File: src/rtl/demux_1x4.sv
// Registered 1-to-4 demultiplexer: steers D to the Y output picked by {S1,S0}, one cycle of latency.
// Define DEMUX_1X4_HOLD_UNSEL_EN to keep non-selected outputs at their last value instead of clearing them.
module demux_1x4 #(
  parameter int WIDTH = 1
) (
  input  logic             clk,
  input  logic             rst_n,
  input  logic             en,
  input  logic [WIDTH-1:0] D,
  input  logic             S0,
  input  logic             S1,
  output logic [WIDTH-1:0] Y0,
  output logic [WIDTH-1:0] Y1,
  output logic [WIDTH-1:0] Y2,
  output logic [WIDTH-1:0] Y3
);

  logic [1:0]       sel;
  logic [WIDTH-1:0] y_q [4];

  assign sel = {S1, S0};

  // One holding register per channel; each channel only decides its own next value.
  generate
    for (genvar gi = 0; gi < 4; gi++) begin : g_ch
      logic [WIDTH-1:0] y_reg;

      always_ff @(posedge clk or negedge rst_n) begin
        if (!rst_n) begin
          y_reg <= '0;
        end else if (en) begin
          if (sel == 2'(gi)) begin
            y_reg <= D;
          end
`ifndef DEMUX_1X4_HOLD_UNSEL_EN
          else begin
            y_reg <= '0;
          end
`endif
        end
      end

      assign y_q[gi] = y_reg;
    end
  endgenerate

  assign Y0 = y_q[0];
  assign Y1 = y_q[1];
  assign Y2 = y_q[2];
  assign Y3 = y_q[3];

endmodule

File: config.mk
export PLATFORM = sky130hd
export DESIGN_NAME = demux_1x4
export DESIGN_NICKNAME = d
export VERILOG_FILES = /design/src/rtl/demux_1x4.sv
export SDC_FILE = /design/constraint.sdc
export NUM_CORES = 1
export LEC_CHECK = 0
export CORE_AREA = 3 3 40 42
export DETAILED_ROUTE_END_ITERATION = 16
export DIE_AREA = 0 0 43 45
export PLACE_DENSITY = 0.4
export SLEW_MARGIN = 20
export SYNTH_ARGS = -nofsm -noshare
export SYNTH_HDL_FRONTEND = slang
export SYNTH_SLANG_ARGS = --single-unit
File: constraint.sdc
create_clock -name clk -period 1.6 [get_ports clk]
set_input_delay 0.16 -clock clk [delete_from_list [all_inputs] [get_ports clk]]
set_output_delay 0.16 -clock clk [all_outputs]
set_load 0.02 [all_outputs]
==> qor.yml, run 1 <==
clockBufferDepth: 2
fin_util_pct: 22.7
slowest_stage: "clkdlybuf4s50_1"
power_switching_mw: 0.0629
pwr-share-comb_pct: 16.3
hold_viol: 0
ctsResizeCount: 0
grt_pass1_wl_microns: 634
critical_path.max_stage_delay_ns: 0.61
syn-num-nets: 22
clk_pin_slew_ns: 0.04
track_usage_pct: 5.60
syn2layout_area_growth_pct: 82.0
die_h_microns: 45
fin_ws_ns: 0.257
fin_skew_ns: 0
via_per_inst: 3.65
diodes: 0
period_share_pct: 83.9
cts_buffers: 3
tns_ns: 0
yosysSeqAreaShare_pct: 62.5
critical_path.top_delay_family: "buffers and inverters"
crit_required_ns: 1.44
place_inst: 40
postCtsHoldBufs: 0
crit_path_max_fanout: 2
synth-seq-cells: 4
place_hpwl_microns: 303
cts_post_setup_buffers_inserted: 0
rows: 13
drc_errors: 0
cts_tree: "built"
ir_drop_mv: 0.253
drt_iter0_drc: 2
worstHoldPathType: "in2async"
max_cap_viol_count: 0
powerDensity_nw_per_um2: 960
io_buffers: 9
p_leak_nw: 0.121
critPathLaunchType: "flop"
htree_levels: 1
grt_setup_unrepaired: "no"
finalWirelength_microns: 362
worstPathArrival_ns: 1.18
final_cell_mix: "9 x clkdlybuf4s50_1, 4 x dfrtp_1, 4 x inv_1, 4 x o22ai_1, 3 x clkbuf_4"
layout.nets: 36
dp_worst_setup_slack_ns: 0.498
p_int_mw: 0.217
grt_max_degree: 7
drt_pre_antenna_iters: 2
antenna_found_initial: 0
tightest_slew_ns: 0.221
core_region_area_sq_um: 1280
cts_root_buf: "clkbuf_4"
synthCells: 16
crit_path_end_kind: "output pin"
netlist-cell-type-count: 5
ant_nets: 0
fin_cells: 43
gp_congestion: 0.671
p_seq_share_pct: 39.5
path_buf_inv: 1
setup_viol: 0
maxSlewViolCount: 0
fillers: 144
die-area_sq_um: 1940
clkSinkCount: 4
fmax_mhz: 745
layout_commonest_cell: "clkdlybuf4s50_1"
status: "complete, no violations"
yosys_warnings: 0
die_w_microns: 43
slew-limit-headroom_pct: 85.2
clock_latency_ns: 0.23
finalPower_mw: 0.280
drive_above_1_share_pct: 10.7
vias: 157
crit_chain: "clkdlybuf4s50_1"
clock_power_share_pct: 44.2
path_class: "reg2out"
wl_per_cell_microns: 8.42
swShare_pct: 22.5
overflow: 0
grt_pass1_vias: 155
syn_area_sq_um: 160
initial_utilization_pct: 12.5
period_minus_slack_ns: 1.34
pin_count: 10
avgSynthCellArea_sq_um: 10.0
-- final timing paths --
path                            startpoint  to  slack, ns  cells past startpoint
worst max-delay path                    Y1  Y1       0.26                      1
worst max register to register          Y2  Y2       0.98                      2
max in group asynchronous            rst_n  Y0       1.31                      1
worst min-delay path                 rst_n  Y1       0.13                      1
min in group clk                        S0  Y3       0.53                      3
worst min register to register          Y3  Y3       0.53                      2
-- cells in the mapped netlist (all sizes together) --
cell type	count	area [sq um]
nand2	2	7.51
o22ai	4	25.0
inv	4	15.0
dfrtp	4	100
nand2b	2	12.5
-- power groups by stage --
stage / combinational [mW] / clock [mW] / sequential (mW)
6_report: 0.0457 / 0.124 / 0.111
5_1_grt: 0.0496 / 0.141 / 0.111
4_1_cts: 0.0464 / 0.130 / 0.111
3_5_place_dp: 0.0463 / 0 / 0.112
3_3_place_gp: 0.0465 / 0 / 0.111
2_1_floorplan: 0.00954 / 0 / 0.119
-- cell families (layout without fill, tap and decap cells) --
group                  count (synthesis)  count (layout)  synth area share (%)
AO/OA/AOI/OAI                          4               4                  15.6
flip-flops                             4               4                  62.5
buffers and inverters                  4              16                  9.37
AND/OR/NAND/NOR                        4               4                  12.5
-- flip-flops by register name, summed over array words and instances (netlist names) --
signal,flops
Y1,1
Y0,1
Y3,1
Y2,1
-- per-stage QoR --
| stage | cell area (sq um) | hold slack, ns |
|---|---|---|
| after global routing | 292 | 0.125 |
| after global placement | 269 | 0.376 |
| after floorplan | 160 | -0.136 |
| after CTS | 292 | 0.127 |
| final | 292 | 0.128 |
| after detailed placement | 269 | 0.377 |
-- per-layer routing --
| metal | track usage [%] | wire length, microns | vias to the layer above |
|---|---|---|---|
| met4 | 9.04 | 29 | 0 |
| li1 | - | - | 76 |
| met2 | 4.79 | 100 | 13 |
| met1 | 5.61 | 165 | 64 |
| met5 | 0 | 0 | - |
| met3 | 5.18 | 66 | 4 |
-- layout make-up --
cell class                 instances  area (sq um)  share of cell area (%)
inverter                           4          15.0                    5.15
multi-input combinational          8          45.0                    15.5
tap                               15          18.8                    6.44
sequential                         4           100                    34.3
clock buffer                       3          22.5                    7.73
timing repair buffer               9          90.1                    30.9
(Power assumes the default switching activity.)
==> run 2: changes to the inputs <==
==> constraint.sdc (replaced) <==
create_clock -name clk -period 1.35 [get_ports clk]
set_input_delay 0.135 -clock clk [delete_from_list [all_inputs] [get_ports clk]]
set_output_delay 0.135 -clock clk [all_outputs]
set_load 0.02 [all_outputs]
==> qor.yml, run 2 (synthesis gave the netlist of run 1 again) <==
fin_skew_ns: 0  # unchanged
clock_power_share_pct: 44.3  # was 44.2%
drt_iter0_drc: 2  # unchanged
ant_nets: 0  # unchanged
period_minus_slack_ns: 0.949
die-area_sq_um: 1940  # unchanged
die_h_microns: 45  # unchanged
fin_util_pct: 23.5  # was 22.7%
final_cell_mix: "5 x clkdlybuf4s50_1, 4 x dfrtp_1, 4 x inv_1, 4 x o22ai_1, 4 x dlymetal6s2s_1"  # was 9 x clkdlybuf4s50_1, 4 x dfrtp_1, 4 x inv_1, 4 x o22ai_1, 3 x clkbuf_4
crit_path_max_fanout: 2  # unchanged
grt_pass1_wl_microns: 634  # unchanged
critical_path.top_delay_family: "flip-flops"  # was buffers and inverters
max_cap_viol_count: 0  # unchanged
fin_cells: 43  # unchanged
wl_per_cell_microns: 8.63  # was 8.42 microns
clk_pin_slew_ns: 0.04  # about the same
syn2layout_area_growth_pct: 88.3  # was 82.0%
swShare_pct: 22.5  # about the same
crit_chain: "dlymetal6s2s_1"  # was clkdlybuf4s50_1
drt_pre_antenna_iters: 2  # unchanged
core_region_area_sq_um: 1280  # unchanged
slowest_stage: "dfrtp_1"  # was clkdlybuf4s50_1
worstPathArrival_ns: 0.81  # was 1.18 ns
cts_tree: "built"  # unchanged
overflow: 0  # unchanged
cts_buffers: 3  # unchanged
vias: 157  # unchanged
setup_viol: 0  # unchanged
maxSlewViolCount: 0  # unchanged
finalWirelength_microns: 371  # was 362 microns
rows: 13  # unchanged
crit_cells: 1  # unchanged
clock_latency_ns: 0.23  # about the same
grt_max_degree: 7  # unchanged
ir_drop_mv: 0.300  # was 0.253 mV
clkSinkCount: 4  # unchanged
p_seq_share_pct: 39.6  # was 39.5%
regToRegSetupSlack_ns: 0.73  # was 0.98 ns
slew-limit-headroom_pct: 83.9  # was 85.2%
via_per_inst: 3.65  # unchanged
layout_commonest_cell: "clkdlybuf4s50_1"  # unchanged
fmax_mhz: 1050
track_usage_pct: 5.60  # unchanged
gp_congestion: 0.671  # unchanged
pwr-share-comb_pct: 16.1  # was 16.3%
tightest_slew_ns: 0.241  # was 0.221 ns
status: "complete, no violations"  # unchanged
critPathLaunchType: "flop"  # unchanged
crit_path_end_kind: "output pin"  # unchanged
antenna_found_initial: 0  # unchanged
fin_ws_ns: 0.401  # was 0.257 ns
clockBufferDepth: 2  # unchanged
whs_ns: 0.103  # was 0.128 ns
crit_required_ns: 1.22  # was 1.44 ns
io_buffers: 9  # unchanged
p_int_mw: 0.256  # was 0.217 mW
hold_viol: 0  # unchanged
r2r_cells: 2  # unchanged
critical_path.max_stage_delay_ns: 0.37  # was 0.61 ns
pin_count: 10  # unchanged
htree_levels: 1  # unchanged
worstHoldPathType: "in2async"  # unchanged
power_switching_mw: 0.0744  # was 0.0629 mW
drive_above_1_share_pct: 10.7  # unchanged
die_w_microns: 43  # unchanged
layout.nets: 36  # unchanged
path_class: "reg2out"  # unchanged
endpoint: "Y1"  # unchanged
startpoint: "Y1"  # unchanged
path_buf_inv: 1  # unchanged
diodes: 0  # unchanged
powerDensity_nw_per_um2: 1090  # was 960 nW/um^2
cts_root_buf: "clkbuf_4"  # unchanged
grt_pass1_vias: 155  # unchanged
tns_ns: 0  # unchanged
dp_worst_setup_slack_ns: 0.273  # was 0.498 ns
reg2reg_from: "Y2"  # unchanged
period_share_pct: 70.3
r2r-end: "Y2"  # unchanged
initial_utilization_pct: 12.5  # unchanged
fillers: 144  # unchanged
grt_setup_unrepaired: "no"  # unchanged
p_leak_nw: 0.187  # was 0.121 nW
place_inst: 40  # unchanged
place_hpwl_microns: 303  # unchanged
drc_errors: 0  # unchanged
## run 2: what timing repair did
action,in CTS,in global routing
gates resized for setup,0,4
buffers inserted,0,0
hold buffers,0,0
setup endpoints to repair,0,4
## run 2: how the worst min path moves through the flow
stage | slack, ns | cells past startpoint | endpoint | startpoint
finish | 0.10 | 1 | Y1 | rst_n
global route | 0.1 | 1 | Y1 | rst_n
CTS | 0.10 | 1 | Y3 | rst_n
detailed placement | 0.35 | 1 | Y2 | rst_n
global placement | 0.35 | 1 | Y2 | rst_n
floorplan | -0.16 | 0 | Y0 | rst_n
## run 2: routing by layer
metal	up-vias	share of wire (%)	track usage, %
met3	4	13	5.18
met1	64	51	5.61
met5	-	0	0
li1	76	-	-
met2	13	27	4.79
met4	0	7.8	9.04
## run 2: stage by stage
| step | instance area [sq um] | total power, mW |
|---|---|---|
| after floorplan | 160 | 0.152 |
| after global placement | 269 | 0.187 |
| after detailed placement | 269 | 0.187 |
| after CTS | 292 | 0.340 |
| after global routing | 302 | 0.357 |
| final | 302 | 0.330 |
## run 2: area by class of cell
cell class                      instances  area [sq um]  area share (%)
Multi-Input combinational cell          8          45.0            14.9
Tap cell                               15          18.8            6.22
Timing Repair Buffer                    9           100            33.2
Inverter                                4          15.0            4.98
Clock buffer                            3          22.5            7.47
Sequential cell                         4           100            33.2
## run 2: power groups by stage
stage          clock network, mW  logic, mW  registers (mW)
6_report                   0.146     0.0530           0.131
3_3_place_gp                   0     0.0551           0.132
2_1_floorplan                  0     0.0113           0.141
3_5_place_dp                   0     0.0549           0.133
5_1_grt                    0.167     0.0580           0.132
4_1_cts                    0.154     0.0550           0.131
==> run 3: changes to the inputs <==
==> constraint.sdc (replaced) <==
create_clock -name clk -period 0.95 [get_ports clk]
set_input_delay 0.095 -clock clk [delete_from_list [all_inputs] [get_ports clk]]
set_output_delay 0.095 -clock clk [all_outputs]
set_load 0.02 [all_outputs]
==> qor.yml, run 3 (synthesis gave the netlist of run 1 again) <==
htree_levels: 1  # unchanged
crit_cells: 1  # unchanged
p_leak_nw: 0.128  # was 0.187 nW
ant_nets: 0  # unchanged
finalWirelength_microns: 372  # was 371 microns
diodes: 0  # unchanged
crit_path_end_kind: "output pin"  # unchanged
slew-limit-headroom_pct: 87.5  # was 83.9%
fmax_mhz: 1160
critical_path.max_stage_delay_ns: 0.37  # about the same
overflow: 0  # unchanged
tightest_slew_ns: 0.188  # was 0.241 ns
period_share_pct: 90.7
place_hpwl_microns: 303  # unchanged
period_minus_slack_ns: 0.862
placed_cell_area_sq_um: 269  # unchanged
critical_path.top_delay_family: "flip-flops"  # unchanged
track_usage_pct: 5.85  # was 5.60%
worstPathArrival_ns: 0.77  # was 0.81 ns
grt_pass1_wl_microns: 669  # was 634 microns
rows: 13  # unchanged
powerDensity_nw_per_um2: 1700  # was 1090 nW/um^2
ir_drop_mv: 0.426  # was 0.300 mV
layout_commonest_cell: "clkdlybuf4s50_1"  # unchanged
drt_iter0_drc: 2  # unchanged
clockBufferDepth: 2  # unchanged
fillers: 148  # was 144
clk_pin_slew_ns: 0.04  # about the same
endpoint: "Y2"  # was Y1
seqCellArea_sq_um: 100  # unchanged
initial_utilization_pct: 12.5  # unchanged
crit_path_max_fanout: 2  # unchanged
place_inst: 40  # unchanged
cts_root_buf: "clkbuf_4"  # unchanged
antenna_found_initial: 0  # unchanged
fin_skew_ns: 0  # unchanged
drt_pre_antenna_iters: 2  # unchanged
cts_tree: "built"  # unchanged
gp_congestion: 0.671  # unchanged
drive_above_1_share_pct: 25.0  # was 10.7%
fin_util_pct: 21.1  # was 23.5%
reg2reg_from: "Y2"  # unchanged
crit_required_ns: 0.85  # was 1.22 ns
die_h_microns: 45  # unchanged
grt_pass1_vias: 158  # was 155
slowest_stage: "dfrtp_1"  # unchanged
regToRegSetupSlack_ns: 0.33  # was 0.73 ns
cts_buffers: 3  # unchanged
syn2layout_area_growth_pct: 69.5  # was 88.3%
setup_viol: 0  # unchanged
maxSlewViolCount: 0  # unchanged
wl_per_cell_microns: 8.65  # was 8.63 microns
worstHoldPathType: "in2async"  # unchanged
postCtsHoldBufs: 0  # unchanged
fin_cells: 43  # unchanged
crit_chain: "buf_2"  # was dlymetal6s2s_1
grt_setup_unrepaired: "no"  # unchanged
clock_latency_ns: 0.23  # about the same
r2r-end: "Y2"  # unchanged
die_w_microns: 43  # unchanged
drc_errors: 0  # unchanged
r2r_cells: 2  # unchanged
io_buffers: 9  # unchanged
multi_input_area_sq_um: 45.0  # unchanged
hold_viol: 0  # unchanged
layout.nets: 36  # unchanged
via_per_inst: 3.65  # unchanged
path_class: "reg2out"  # unchanged
startpoint: "Y2"  # was Y1
cts_post_setup_buffers_inserted: 0  # unchanged
die-area_sq_um: 1940  # unchanged
path_buf_inv: 1  # unchanged
critPathLaunchType: "flop"  # unchanged
core_region_area_sq_um: 1280  # unchanged
grt_max_degree: 7  # unchanged
clkSinkCount: 4  # unchanged
max_cap_viol_count: 0  # unchanged
pin_count: 10  # unchanged
stdcell_area_sq_um: 272  # was 302 sq um
status: "complete, no violations"  # unchanged
tns_ns: 0  # unchanged
final_cell_mix: "5 x clkdlybuf4s50_1, 4 x dfrtp_1, 4 x inv_1, 4 x o22ai_1, 4 x buf_2"  # was 5 x clkdlybuf4s50_1, 4 x dfrtp_1, 4 x inv_1, 4 x o22ai_1, 4 x dlymetal6s2s_1
vias: 157  # unchanged
## run 3: changes by cell type in the layout (fill, tap and decap cells not counted), sizes merged
cell / change
dlymetal6s2s: -4
buf: +4
## run 3: timing repair
item / CTS / global route
setup endpoints to repair: 4 / 0
gates resized for setup: 16 / 0
hold endpoints to repair: 0 / 0
## run 3: final cells by class
type / instances / share of cell area [%]
Clock buffer: 3 / 8.29
Inverter: 4 / 5.53
Multi-Input combinational cell: 8 / 16.6
Sequential cell: 4 / 36.9
Tap cell: 15 / 6.91
Timing Repair Buffer: 9 / 25.8
## run 3: worst min path at each step
stage / depth (start not counted) / to / slack (ns)
after CTS: 1 / Y3 / 0.06
after global placement: 1 / Y2 / 0.31
after global routing: 1 / Y1 / 0.06
final: 1 / Y1 / 0.06
after detailed placement: 1 / Y2 / 0.31
after floorplan: 0 / Y0 / -0.20
## run 3: metrics by stage
step	hold WS [ns]	setup WS, ns	power, mW
3_5_place_dp	0.312	-0.0869	0.266
6_report	0.0631	0.0884	0.462
2_1_floorplan	-0.201	0.245	0.216
5_1_grt	0.0595	0.0516	0.500
3_3_place_gp	0.311	-0.0832	0.266
4_1_cts	0.0618	0.0804	0.474
## run 3: report_power, final
group	leakage, nW	total (mW)	internal, mW	switching, mW
sequential	0.0539	0.186	0.181	0.00471
clock	0.0138	0.208	0.141	0.0670
combinational	0.0599	0.0676	0.0337	0.0340
## run 3: routing by layer
layer | vias to the layer above | share of wire [%] | track usage, %
met4 | 0 | 7.8 | 9.04
met3 | 4 | 15 | 5.18
li1 | 76 | - | -
met5 | - | 0 | 0
met1 | 64 | 49 | 6.34
met2 | 13 | 27 | 4.79
